==> src/rtl/i2c_register_target.sv <==
// i2c_register_target: I2C/SCCB register target with a 16-bit auto-incrementing pointer.
// Ports:
//   clk_camera, sys_rst_camera : system clock (>=16x SCL), synchronous active-low reset
//   scl_i, sda_i               : raw bus inputs from the IOBUF pair
//   sda_o, sda_t               : open-drain SDA drive (sda_o fixed 0, sda_t=1 releases)
//   wr_valid/wr_addr/wr_data   : one-cycle pulse per received data byte
//   rd_req/rd_addr, rd_data    : read request pulse; rd_data valid one cycle after rd_req
//   busy                       : high from an addressed START until STOP
module i2c_register_target #(
  parameter logic [6:0] DEVICE_ADDR = 7'h3C
) (
  input  logic        clk_camera,
  input  logic        sys_rst_camera,
  input  logic        scl_i,
  input  logic        sda_i,
  output logic        sda_o,
  output logic        sda_t,
  output logic        wr_valid,
  output logic [15:0] wr_addr,
  output logic [7:0]  wr_data,
  output logic        rd_req,
  output logic [15:0] rd_addr,
  input  logic [7:0]  rd_data,
  output logic        busy
);
  localparam int unsigned AW = 16;
  localparam int unsigned DW = 8;
  localparam int unsigned CW = 3;

  typedef enum logic [3:0] {
    S_IDLE, S_ADDR, S_ACK_ADDR, S_REG_HI, S_ACK_HI, S_REG_LO, S_ACK_LO,
    S_WR_DATA, S_ACK_WR, S_RD_DATA, S_RD_ACK, S_IGNORE
  } state_t;

  state_t        state_q, state_d;
  logic          scl_s1_q, scl_s2_q, scl_h_q;
  logic          sda_s1_q, sda_s2_q, sda_h_q;
  logic [CW-1:0] bit_cnt_q, bit_cnt_d;
  logic [DW-1:0] shift_q, shift_d;
  logic          done_q, done_d;
  logic          ld_q, ld_d;
  logic [AW-1:0] ptr_q, ptr_d;
  logic          sda_t_q, sda_t_d;
  logic          wr_valid_q, wr_valid_d;
  logic [AW-1:0] wr_addr_q, wr_addr_d;
  logic [DW-1:0] wr_data_q, wr_data_d;
  logic          rd_req_q, rd_req_d;
  logic [AW-1:0] rd_addr_q, rd_addr_d;
  logic          busy_q, busy_d;

  logic          scl_rise, scl_fall, start_det, stop_det;
  logic [DW-1:0] byte_in;

  // Edge and bus-condition detection on synchronized values.
  assign scl_rise  = scl_s2_q & ~scl_h_q;
  assign scl_fall  = ~scl_s2_q & scl_h_q;
  assign start_det = scl_s2_q & scl_h_q & sda_h_q & ~sda_s2_q;
  assign stop_det  = scl_s2_q & scl_h_q & ~sda_h_q & sda_s2_q;
  assign byte_in   = {shift_q[DW-2:0], sda_s2_q};

  // Next-state and output logic.
  always_comb begin
    state_d    = state_q;
    bit_cnt_d  = bit_cnt_q;
    shift_d    = shift_q;
    done_d     = done_q;
    ld_d       = rd_req_q;
    ptr_d      = ptr_q;
    sda_t_d    = sda_t_q;
    wr_valid_d = 1'b0;
    wr_addr_d  = wr_addr_q;
    wr_data_d  = wr_data_q;
    rd_req_d   = 1'b0;
    rd_addr_d  = rd_addr_q;
    busy_d     = busy_q;

    if (start_det) begin
      state_d   = S_ADDR;
      bit_cnt_d = '0;
      done_d    = 1'b0;
      sda_t_d   = 1'b1;
    end else if (stop_det) begin
      state_d = S_IDLE;
      done_d  = 1'b0;
      sda_t_d = 1'b1;
      busy_d  = 1'b0;
    end else begin
      // Read byte arrives one cycle after rd_req; drive its MSB immediately.
      if (ld_q && state_q == S_RD_DATA) begin
        shift_d = rd_data;
        sda_t_d = rd_data[DW-1];
      end
      if (scl_rise) begin
        case (state_q)
          S_ADDR, S_REG_HI, S_REG_LO, S_WR_DATA: begin
            shift_d   = byte_in;
            bit_cnt_d = bit_cnt_q + CW'(1);
            if (bit_cnt_q == CW'(7)) begin
              done_d = 1'b1;
              if (state_q == S_REG_HI) ptr_d[15:8] = byte_in;
              if (state_q == S_REG_LO) ptr_d[7:0]  = byte_in;
              if (state_q == S_WR_DATA) begin
                wr_valid_d = 1'b1;
                wr_addr_d  = ptr_q;
                wr_data_d  = byte_in;
                ptr_d      = ptr_q + AW'(1);
              end
            end
          end
          S_RD_DATA: begin
            bit_cnt_d = bit_cnt_q + CW'(1);
            if (bit_cnt_q == CW'(7)) done_d = 1'b1;
          end
          S_RD_ACK: begin
            if (sda_s2_q) begin
              state_d = S_IGNORE;
            end else begin
              ptr_d  = ptr_q + AW'(1);
              done_d = 1'b1;
            end
          end
          default: ;
        endcase
      end else if (scl_fall) begin
        case (state_q)
          S_ADDR: begin
            if (done_q) begin
              done_d = 1'b0;
              if (shift_q[7:1] == DEVICE_ADDR) begin
                state_d = S_ACK_ADDR;
                busy_d  = 1'b1;
                sda_t_d = 1'b0;
              end else begin
                state_d = S_IGNORE;
              end
            end
          end
          S_REG_HI, S_REG_LO, S_WR_DATA: begin
            if (done_q) begin
              done_d  = 1'b0;
              sda_t_d = 1'b0;
              state_d = (state_q == S_REG_HI) ? S_ACK_HI :
                        (state_q == S_REG_LO) ? S_ACK_LO : S_ACK_WR;
            end
          end
          S_ACK_ADDR: begin
            sda_t_d = 1'b1;
            // shift_q still holds the address byte; bit 0 is R/W.
            if (shift_q[0]) begin
              state_d   = S_RD_DATA;
              rd_req_d  = 1'b1;
              rd_addr_d = ptr_q;
            end else begin
              state_d = S_REG_HI;
            end
          end
          S_ACK_HI: begin
            sda_t_d = 1'b1;
            state_d = S_REG_LO;
          end
          S_ACK_LO, S_ACK_WR: begin
            sda_t_d = 1'b1;
            state_d = S_WR_DATA;
          end
          S_RD_DATA: begin
            if (done_q) begin
              done_d  = 1'b0;
              sda_t_d = 1'b1;
              state_d = S_RD_ACK;
            end else begin
              shift_d = {shift_q[DW-2:0], 1'b0};
              sda_t_d = shift_q[DW-2];
            end
          end
          S_RD_ACK: begin
            if (done_q) begin
              done_d    = 1'b0;
              state_d   = S_RD_DATA;
              rd_req_d  = 1'b1;
              rd_addr_d = ptr_q;
            end
          end
          default: ;
        endcase
      end
    end
  end

  // State registers; synchronizers reset to the idle-bus level to avoid false edges.
  always_ff @(posedge clk_camera) begin
    if (!sys_rst_camera) begin
      scl_s1_q   <= 1'b1;
      scl_s2_q   <= 1'b1;
      scl_h_q    <= 1'b1;
      sda_s1_q   <= 1'b1;
      sda_s2_q   <= 1'b1;
      sda_h_q    <= 1'b1;
      state_q    <= S_IDLE;
      bit_cnt_q  <= '0;
      shift_q    <= '0;
      done_q     <= 1'b0;
      ld_q       <= 1'b0;
      ptr_q      <= '0;
      sda_t_q    <= 1'b1;
      wr_valid_q <= 1'b0;
      wr_addr_q  <= '0;
      wr_data_q  <= '0;
      rd_req_q   <= 1'b0;
      rd_addr_q  <= '0;
      busy_q     <= 1'b0;
    end else begin
      scl_s1_q   <= scl_i;
      scl_s2_q   <= scl_s1_q;
      scl_h_q    <= scl_s2_q;
      sda_s1_q   <= sda_i;
      sda_s2_q   <= sda_s1_q;
      sda_h_q    <= sda_s2_q;
      state_q    <= state_d;
      bit_cnt_q  <= bit_cnt_d;
      shift_q    <= shift_d;
      done_q     <= done_d;
      ld_q       <= ld_d;
      ptr_q      <= ptr_d;
      sda_t_q    <= sda_t_d;
      wr_valid_q <= wr_valid_d;
      wr_addr_q  <= wr_addr_d;
      wr_data_q  <= wr_data_d;
      rd_req_q   <= rd_req_d;
      rd_addr_q  <= rd_addr_d;
      busy_q     <= busy_d;
    end
  end

  assign sda_o    = 1'b0;
  assign sda_t    = sda_t_q;
  assign wr_valid = wr_valid_q;
  assign wr_addr  = wr_addr_q;
  assign wr_data  = wr_data_q;
  assign rd_req   = rd_req_q;
  assign rd_addr  = rd_addr_q;
  assign busy     = busy_q;
endmodule

==> config.mk <==
export PLATFORM = sky130hd
export DESIGN_NAME = i2c_register_target
export DESIGN_NICKNAME = d
export VERILOG_FILES = /design/src/rtl/i2c_register_target.sv
export SDC_FILE = /design/constraint.sdc
export NUM_CORES = 1
export LEC_CHECK = 0
export ABC_AREA = 1
export CORE_AREA = 4 4 95 97
export DETAILED_ROUTE_END_ITERATION = 10
export DIE_AREA = 0 0 99 101
export GPL_TIMING_DRIVEN = 0
export PLACE_DENSITY = 0.81
export SETUP_SLACK_MARGIN = 0.05
export SYNTH_ARGS = -nofsm -noshare
export SYNTH_HDL_FRONTEND = slang
export SYNTH_SLANG_ARGS = --single-unit
==> constraint.sdc <==
create_clock -name clk_camera -period 2 [get_ports clk_camera]
set_clock_uncertainty 0.05 [all_clocks]
set_input_delay 0.3 -clock clk_camera [delete_from_list [all_inputs] [get_ports clk_camera]]
set_output_delay 0.3 -clock clk_camera [all_outputs]
set_load 0.01 [all_outputs]
==> results of run 1 <==
==> tightest hold or removal path, stage by stage <==
cell and delay [ns]:
clkbuf_1 0.24, o21ai_0 0.14, a21oi_1 0.05
==> cells in the final DEF (no fill, tap or decap), drive strengths merged <==
cell and n:
a211oi 1, a21oi 73, and3 1, dfxtp 83
nand3b 2, nand2 113, or2 11, o21ai 72
o211ai 3, nor2 61, inv 62, xor2 2
clkbuf 18, conb 1, nor3 7, clkinvlp 2
nor4 1, nand4 7, nand3 40, a41oi 1
clkinv 1, clkdlybuf4s50 54, buf 14, ha 6
==> sequential cells by signal, indices dropped and copies added, names as in the netlist <==
| name | flops |
|---|---|
| done_q | 1 |
| shift_q | 8 |
| sda_s1_q | 1 |
| bit_cnt_q | 3 |
| wr_valid | 1 |
| sda_s2_q | 1 |
| sda_h_q | 1 |
| state_q | 4 |
| busy | 1 |
| scl_s2_q | 1 |
| sda_t | 1 |
| rd_addr | 16 |
| ld_q | 1 |
| ptr_q | 16 |
| wr_data | 8 |
| rd_req | 1 |
| wr_addr | 16 |
| scl_s1_q | 1 |
| scl_h_q | 1 |
==> area by class of cell <==
class                           instances  area, µm²  area share
Multi-Input combinational cell        402       2040       0.413
Tap cell                              105        131      0.0266
Sequential cell                        83       1670       0.337
Clock inverter                          7       66.3      0.0134
Clock buffer                            9        124      0.0250
Timing Repair Buffer                   55        548       0.111
Buffer                                 22        146      0.0296
Inverter                               58        220      0.0445
==> cells by family (layout without fill, tap and decap cells) <==
| group | Yosys count | in the layout | share of synthesized area |
|---|---|---|---|
| compound gates | 150 | 150 | 0.200 |
| xor+xnor | 2 | 2 | 0.00434 |
| flops | 83 | 83 | 0.412 |
| other cells | 1 | 1 | 0.000929 |
| simple gates | 243 | 243 | 0.275 |
| fa+ha+maj | 6 | 6 | 0.0186 |
| buf+inv | 81 | 151 | 0.0896 |
==> path summary, 6_finish.rpt <==
path | start | to | slack [ns] | depth (start not counted)
max | scl_s2_q | ptr_q[13] | 0.15 | 11
min | sys_rst_camera | ptr_q[0] | 0.36 | 3
max reg2reg | scl_s2_q | ptr_q[13] | 0.15 | 11
min reg2reg | sda_s1_q | sda_s2_q | 0.38 | 1
==> power by group <==
group / switching, mW / internal [mW] / total [mW]
combinational: 0.134 / 0.0714 / 0.205
clock: 0.701 / 0.483 / 1.18
sequential: 0.0158 / 1.67 / 1.68
total: 0.851 / 2.22 / 3.07
==> repair_timing <==
| action | in CTS | in global routing |
|---|---|---|
| setup endpoints to repair | 50 | 62 |
| endpoints found under the hold margin | 0 | 0 |
| pin swaps | 0 | 0 |
| cloned | 0 | 0 |
| resized for setup | 0 | 14 |
| setup buffers | 0 | 1 |
| hold buffers | 0 | 0 |
==> metrics by stage <==
| stage | instance area, µm² | util |
|---|---|---|
| 2_1_floorplan | 4040 | - |
| 3_3_place_gp | 4710 | 0.579 |
| 3_5_place_dp | 4710 | 0.579 |
| 4_1_cts | 4890 | 0.602 |
| 5_1_grt | 4950 | 0.608 |
| 6_report | 4950 | 0.608 |
==> synthesized netlist by cell type, types with 6 or more instances <==
library cell / count
inv_2: 9
o21ai_0: 56
nor3_1: 7
nor2_1: 53
nand2_2: 7
clkbuf_1: 9
nand4_1: 7
buf_4: 6
dfxtp_1: 83
nand3_1: 38
nor2_2: 6
a21oi_2: 9
or2_2: 11
nand2_1: 105
inv_1: 49
o21ai_1: 15
a21oi_1: 64
ha_1: 6
==> per-layer routing <==
layer  vias up  global-route usage
met1      1883               0.312
met5         -                   0
li1       2000                   -
met4         0              0.0819
met3        22              0.0360
met2       133               0.365
==> out/metrics.csv, run 1 <==
metric,value,unit
status,completed,
crit_path_top_delay_cell,dfxtp_1,
coreArea,8130,µm²
antenna_found_initial,0,
power_density,621,nW/µm²
cts-root-buf,clkbuf_8,
io_buffers,54,
dr.max_layer_used,met4,
ir_drop,0.319,mV
dp_hpwl,8570,µm
firstDrtPassIters,5,
synth-async-reset-ratio,0,
critPathLaunchType,flop,
cts_tree,built,
total_leakage_power,1.95,nW
crit_type,reg -> reg,
die_w,99,µm
fmax,542,MHz
place_inst,725,
io_pins,57,
num_rows,33,
synth_warnings,0,
h-tree-depth,3,
drc,0,
rsz0062_at_grt,yes,
drv_slew,0,
wirelength,11400,µm
timing.setup.tns,0,ns
yosys.area.top_type,dfxtp_1,
nets,649,
yosys-top-cells-area,"dfxtp_1, nand2_1, a21oi_1",
via_count,4038,
wl_met1,5330,µm
cts_max_path_buffers,2,
vias_per_cell,5.45,
wl_per_cell,15.3,µm
grt_usage,0.228,
max_stage_delay,0.34,ns
crit_arrival,2.09,ns
wl_met3,666,µm
finalPower,3.07,mW
synth_ff_type,dfxtp_1,
whs,0.357,ns
synth.distinct_cells,32,
drt-initial-drc-count,310,
tightest_slew,0.574,ns
clock_latency,0.37,ns
start_util,0.496,
slew_headroom,0.617,
cap_violations,0,
crit_top_cell,nand2_2,
wl_met2,5150,µm
path_cells,"ha_1, nand3b_1, nand2_2, buf_6, nor2_2, nand3_4, inv_2, nand2_2, nor2_1, nand2_1, a21oi_1",
final_cells,741,
netlist_instances,566,
die_area,10000,µm²
antenna_cells,0,
period_share,0.923,
min_period,1.85,ns
critPathBufInv,2,
cts_buffers,9,
fillers,751,
setup_viol,0,
hold_class,in -> reg,
clock-sinks,83,
overflow,0,
grt_max_degree,18,
synth_seq_cells,83,
areaGrowthSynthToFinish,22.6,%
grt_first_pass_wirelength,18100,µm
grt_pass1_vias,3658,
crit_required,2.24,ns
synth-edff-count,0,
die_h,101,µm
crit_family,simple AND/OR/NAND/NOR gates,
crit_fanout,10,
ant_nets,0,
place_ws,-0.0412,ns
cp-end-kind,flop,
syn_area_per_cell,7.13,µm²
clk_pin_slew,0.09,ns
netlist_area,4040,µm²
synth_top_cell_area_share,0.412,
ys_seq_area_frac,0.412,
syn_nets,584,
gp_congestion,0.941,
hold_viol,0,
drive_gt1_frac,0.138,
worst_slack,0.154,ns
(Power assumes the default switching activity.)
==> inputs of run 2 (changes only) <==
Clock period 2 ns to 2.2 ns, I/O delays scaled along.
==> run 2 against run 1 <==
Effect of this change:
- die area stayed put
- final area is 1.1% lower
- sequential power decreased by 9%
- utilization shrank 0.65 points
- critical path type unchanged
- total power fell by 9.0%
- clock power shrank 8%
- clock-buffer cell count unchanged
- combinational power fell by 11%
- final cell count is 0.13% lower
- worst setup slack better by 0.095 ns
- largest power group unchanged
- sequential share of layout area grew 0.28 points
- non-clock buffer count shrank 1
==> out/metrics.csv, run 2 (synthesis results as in run 1) <==
metric,value,unit,change
status,completed,,unchanged
min_path_cells,1,,was 3
areaGrowthSynthToFinish,21.3,%,was 22.6%
grt_max_degree,18,,unchanged
gp_congestion,0.941,,unchanged
hold_end,scl_s2_q,,was ptr_q[0]
io_pins,57,,unchanged
via_count,4057,,was 4038
grt_pass1_vias,3665,,was 3658
multiInputGateArea,2010,µm²,was 2040 µm²
drv_slew,0,,unchanged
swShare,0.278,,was 0.277
slew_headroom,0.623,,was 0.617
worstHoldStart,scl_s1_q,,was sys_rst_camera
mostFrequentLayoutCells,"nand2_1, dfxtp_1, a21oi_1",,unchanged
clock_latency,0.37,ns,about the same
die_area,10000,µm²,unchanged
crit_required,2.45,ns,was 2.24 ns
clock-sinks,83,,unchanged
whs,0.376,ns,was 0.357 ns
postCtsHoldBufs,0,,unchanged
power_density,572,nW/µm²,was 621 nW/µm²
die_h,101,µm,unchanged
cts_resized,0,,unchanged
period_share,0.887,,was 0.923
critPathLaunchType,flop,,unchanged
p_int,2.02,mW,was 2.22 mW
antenna_found_initial,0,,unchanged
antenna_cells,0,,unchanged
h-tree-depth,3,,unchanged
fmax,513,MHz,was 542 MHz
cts_tree,built,,unchanged
crit_fanout,10,,unchanged
r2r_start,scl_h_q,,was scl_s2_q
firstDrtPassIters,5,,unchanged
p_sw,0.778,mW,was 0.851 mW
grt_first_pass_wirelength,18100,µm,about the same
drive_gt1_frac,0.126,,was 0.138
cts_buffers,9,,unchanged
cts_setup_buffers,0,,unchanged
setup_viol,0,,unchanged
num_rows,33,,unchanged
clk_pin_slew,0.09,ns,about the same
fillers,755,,was 751
vias_per_cell,5.48,,was 5.45
wirelength,11300,µm,was 11400 µm
crit_type,reg -> reg,,unchanged
total_leakage_power,1.94,nW,was 1.95 nW
drt-initial-drc-count,263,,was 310
r2r_end,wr_addr[0],,was ptr_q[13]
dp_hpwl,8570,µm,unchanged
ff2ff_setup_slack,0.25,ns,was 0.15 ns
final_common_cell,nand2_1,,unchanged
rsz0062_at_grt,no,,was yes
cts_max_path_buffers,2,,unchanged
cp-end-kind,flop,,unchanged
nets,648,,was 649
ant_nets,0,,unchanged
wl_per_cell,15.3,µm,about the same
crit_arrival,2.20,ns,was 2.09 ns
timing.setup.tns,0,ns,unchanged
coreArea,8130,µm²,unchanged
cts-root-buf,clkbuf_8,,unchanged
seqCellArea,1660,µm²,was 1670 µm²
drc,0,,unchanged
die_w,99,µm,unchanged
min_period,1.95,ns,was 1.85 ns
overflow,0,,unchanged
start_util,0.496,,unchanged
grt_usage,0.228,,unchanged
reg2reg_depth,8,,was 11
hold_viol,0,,unchanged
clock_power_share,0.387,,was 0.385
ir_drop,0.291,mV,was 0.319 mV
seq_power_share,0.547,,was 0.548
cap_violations,0,,unchanged
hold_class,reg -> reg,,was in -> reg
io_buffers,54,,unchanged
p_comb_frac,0.065,,was 0.067
tightest_slew,0.565,ns,was 0.574 ns
[run 2: cell count changes in the layout (fill, tap and decap cells not counted), moves of 2 or more]
cell / previous run / this run
nor2_2: 4 / 6
nand2_2: 9 / 7
dfxtp_2: 3 / 0
nor2_4: 4 / 2
dfxtp_1: 80 / 83
nand2_1: 103 / 105
[run 2: through the flow]
step                      cell area [µm²]  utilization  cells  setup WS (ns)  total power, mW
after global routing                 4890        0.602    740         0.0824             2.88
final                                4890        0.602    740          0.249             2.80
after CTS                            4900        0.602    741          0.132             2.80
after global placement               4710        0.579    725          0.254             1.74
after detailed placement             4710        0.579    725          0.159             1.75
after floorplan                      4040            -    566          0.505             1.68
[run 2: critical path, cell delays in order (launching register included)]
cell and delay, ns:
dfxtp_1 0.34, inv_1 0.06, ha_1 0.34, inv_2 0.19
nor4_4 0.34, buf_6 0.19, buf_6 0.15, o21ai_1 0.07
a21oi_1 0.14
[run 2: power groups by stage]
| stage | clock network, mW | registers, mW | logic [mW] |
|---|---|---|---|
| finish | 1.08 | 1.53 | 0.183 |
| global route | 1.15 | 1.53 | 0.202 |
| CTS | 1.09 | 1.53 | 0.181 |
| detailed placement | 0 | 1.57 | 0.180 |
| global placement | 0 | 1.56 | 0.176 |
| floorplan | 0 | 1.56 | 0.120 |
[run 2: per-layer routing]
layer | up-vias | wire length [µm] | global-route usage
met5 | - | 0 | 0
met4 | 0 | 190 | 0.0819
met3 | 16 | 702 | 0.0360
met2 | 142 | 5170 | 0.365
met1 | 1905 | 5270 | 0.312
li1 | 1994 | - | -
[run 2: layout make-up]
cell class / count / share of cell area
repair buffers: 54 / 0.110
well taps: 105 / 0.0268
multi-input cells: 402 / 0.411
clock inverters: 7 / 0.0136
clock buffers: 9 / 0.0253
plain buffers: 22 / 0.0286
inverters: 58 / 0.0445
flip-flops and latches: 83 / 0.340
[run 2: how the worst max path moves through the flow]
stage	start	end	slack, ns	cells after the start
CTS	scl_h_q	wr_addr[13]	0.13	8
detailed placement	scl_h_q	wr_addr[13]	0.16	8
global placement	scl_s2_q	wr_addr[13]	0.25	7
floorplan	scl_h_q	wr_data[2]	0.51	8
global route	scl_h_q	wr_addr[0]	0.08	8
finish	scl_h_q	wr_addr[0]	0.25	8
==> inputs of run 3 (changes only) <==
Settings changed: CORE_AREA 4 4 95 97 to 4 4 106 108, CTS_CLUSTER_SIZE set to 12, DIE_AREA 0 0 99 101 to 0 0 110 112, GPL_ROUTABILITY_DRIVEN set to 1, PLACE_DENSITY 0.81 to 0.69.
==> run 3 against run 2 <==
Effect of this change:
- final cell count rose by 4.2%
- via count shrank 1.3%
- worst setup slack worse by 0.00084 ns
- first-iteration DRC count up 6.5%
- maximum frequency is essentially flat
- non-clock buffer count is the same
- total power increased by 3.2%
- register-to-register slack is essentially flat
- die area is 23% higher
- critical path depth rose by 2
- global-route usage shrank 3.7 points
- clock-buffer cell count unchanged
==> out/metrics.csv, run 3 (synthesis results as in run 1) <==
metric,value,unit,change
gp_congestion,0.919,,was 0.941
cts_max_path_buffers,2,,unchanged
crit_required,2.46,ns,was 2.45 ns
clock-sinks,83,,unchanged
start_util,0.394,,was 0.496
fmax,512,MHz,was 513 MHz
coreArea,10200,µm²,was 8130 µm²
clk_pin_slew,0.10,ns,was 0.09 ns
io_buffers,54,,unchanged
finalPower,2.89,mW,was 2.80 mW
overflow,0,,unchanged
drv_slew,0,,unchanged
critPathLaunchType,flop,,unchanged
drc,0,,unchanged
clock_latency,0.37,ns,about the same
grt_usage,0.191,,was 0.228
cts-root-buf,clkbuf_8,,unchanged
dp_hpwl,8690,µm,was 8570 µm
wl_per_cell,14.9,µm,was 15.3 µm
hold_viol,0,,unchanged
firstDrtPassIters,5,,unchanged
crit_type,reg -> reg,,unchanged
hold_class,in -> reg,,was reg -> reg
clock_power_share,0.408,,was 0.387
antenna_found_initial,0,,unchanged
grt_pass1_vias,3897,,was 3665
total_leakage_power,1.94,nW,about the same
crit_fanout,10,,unchanged
cp-end-kind,flop,,unchanged
via_count,4005,,was 4057
wirelength,11500,µm,was 11300 µm
cts_tree,built,,unchanged
num_rows,37,,was 33
cts_setup_buffers,0,,unchanged
cap_violations,0,,unchanged
status,completed,,unchanged
vias_per_cell,5.19,,was 5.48
cts_buffers,9,,unchanged
h-tree-depth,3,,unchanged
p_comb_frac,0.062,,was 0.065
slew_headroom,0.613,,was 0.623
seq_power_share,0.530,,was 0.547
drive_gt1_frac,0.126,,unchanged
die_h,112,µm,was 101 µm
cts_resized,0,,unchanged
rsz0062_at_grt,no,,unchanged
grt_first_pass_wirelength,18700,µm,was 18100 µm
p_int,2.12,mW,was 2.02 mW
dpl_cell_area,4750,µm²,was 4710 µm²
ant_nets,0,,unchanged
areaGrowthSynthToFinish,22.6,%,was 21.3%
grt_max_degree,17,,was 18
setup_viol,0,,unchanged
nets,648,,unchanged
tightest_slew,0.580,ns,was 0.565 ns
min_period,1.95,ns,about the same
p_sw,0.764,mW,was 0.778 mW
final_common_cell,nand2_1,,unchanged
postCtsHoldBufs,0,,unchanged
drt-initial-drc-count,280,,was 263
ir_drop,0.331,mV,was 0.291 mV
period_share,0.887,,about the same
mostFrequentLayoutCells,"nand2_1, dfxtp_1, a21oi_1",,unchanged
die_w,110,µm,was 99 µm
final_area,4950,µm²,was 4890 µm²
antenna_cells,0,,unchanged
power_density,584,nW/µm²,was 572 nW/µm²
crit_arrival,2.21,ns,was 2.20 ns
swShare,0.264,,was 0.278
die_area,12300,µm²,was 10000 µm²
io_pins,57,,unchanged
timing.setup.tns,0,ns,unchanged
-- run 3: cell count changes in the layout (fill, tap and decap cells not counted) --
cell	change
bufinv_16	+1
inv_8	-2
clkinv_4	-1
inv_6	+2
-- run 3: layout make-up --
| type | count | area (µm²) |
|---|---|---|
| plain buffers | 22 | 140 |
| clock buffers | 9 | 124 |
| clock inverters | 7 | 82.6 |
| fillers | 1038 | 5280 |
| inverters | 58 | 218 |
| multi-input cells | 402 | 2010 |
| flip-flops and latches | 83 | 1660 |
| well taps | 136 | 170 |
| repair buffers | 54 | 541 |
-- run 3: path summary, 6_finish.rpt --
| kind | startpoint | endpoint | slack (ns) | cells past startpoint |
|---|---|---|---|---|
| min reg2reg | scl_s1_q | scl_s2_q | 0.37 | 1 |
| max reg2reg | scl_h_q | rd_addr[4] | 0.25 | 10 |
| min | sys_rst_camera | rd_addr[0] | 0.36 | 3 |
| max | scl_h_q | rd_addr[4] | 0.25 | 10 |
-- run 3: through the flow --
step | hold WS (ns) | worst slack (ns) | std cells | utilization
after floorplan | 0.343 | 0.505 | 566 | -
after global placement | 0.347 | 0.211 | 756 | 0.464
after detailed placement | 0.351 | 0.158 | 756 | 0.464
after CTS | 0.359 | 0.130 | 772 | 0.484
after global routing | 0.385 | 0.0950 | 771 | 0.484
final | 0.365 | 0.249 | 771 | 0.484
-- run 3: power groups by stage --
stage                     registers [mW]  clock network (mW)  logic, mW
final                               1.53                1.18      0.179
after detailed placement            1.57                   0      0.178
after CTS                           1.53                1.19      0.179
after global routing                1.53                1.24      0.201
after floorplan                     1.56                   0      0.120
after global placement              1.57                   0      0.175
-- run 3: worst max-delay path, cell delays in order, from the launching register on --
cell and delay [ns]:
dfxtp_1 0.37, inv_1 0.06, ha_1 0.30, inv_2 0.24
nand2_1 0.12, nor2_1 0.11, nand2_1 0.14, inv_2 0.10
buf_4 0.15, o21ai_0 0.09, a21oi_1 0.16
-- run 3: per-layer routing --
metal | vias to the layer above | routed length (µm) | track usage
met2 | 125 | 5290 | 0.308
met4 | 0 | 206 | 0.0690
met5 | - | 0 | 0
met1 | 1862 | 5260 | 0.254
met3 | 21 | 720 | 0.0348
li1 | 1997 | - | -
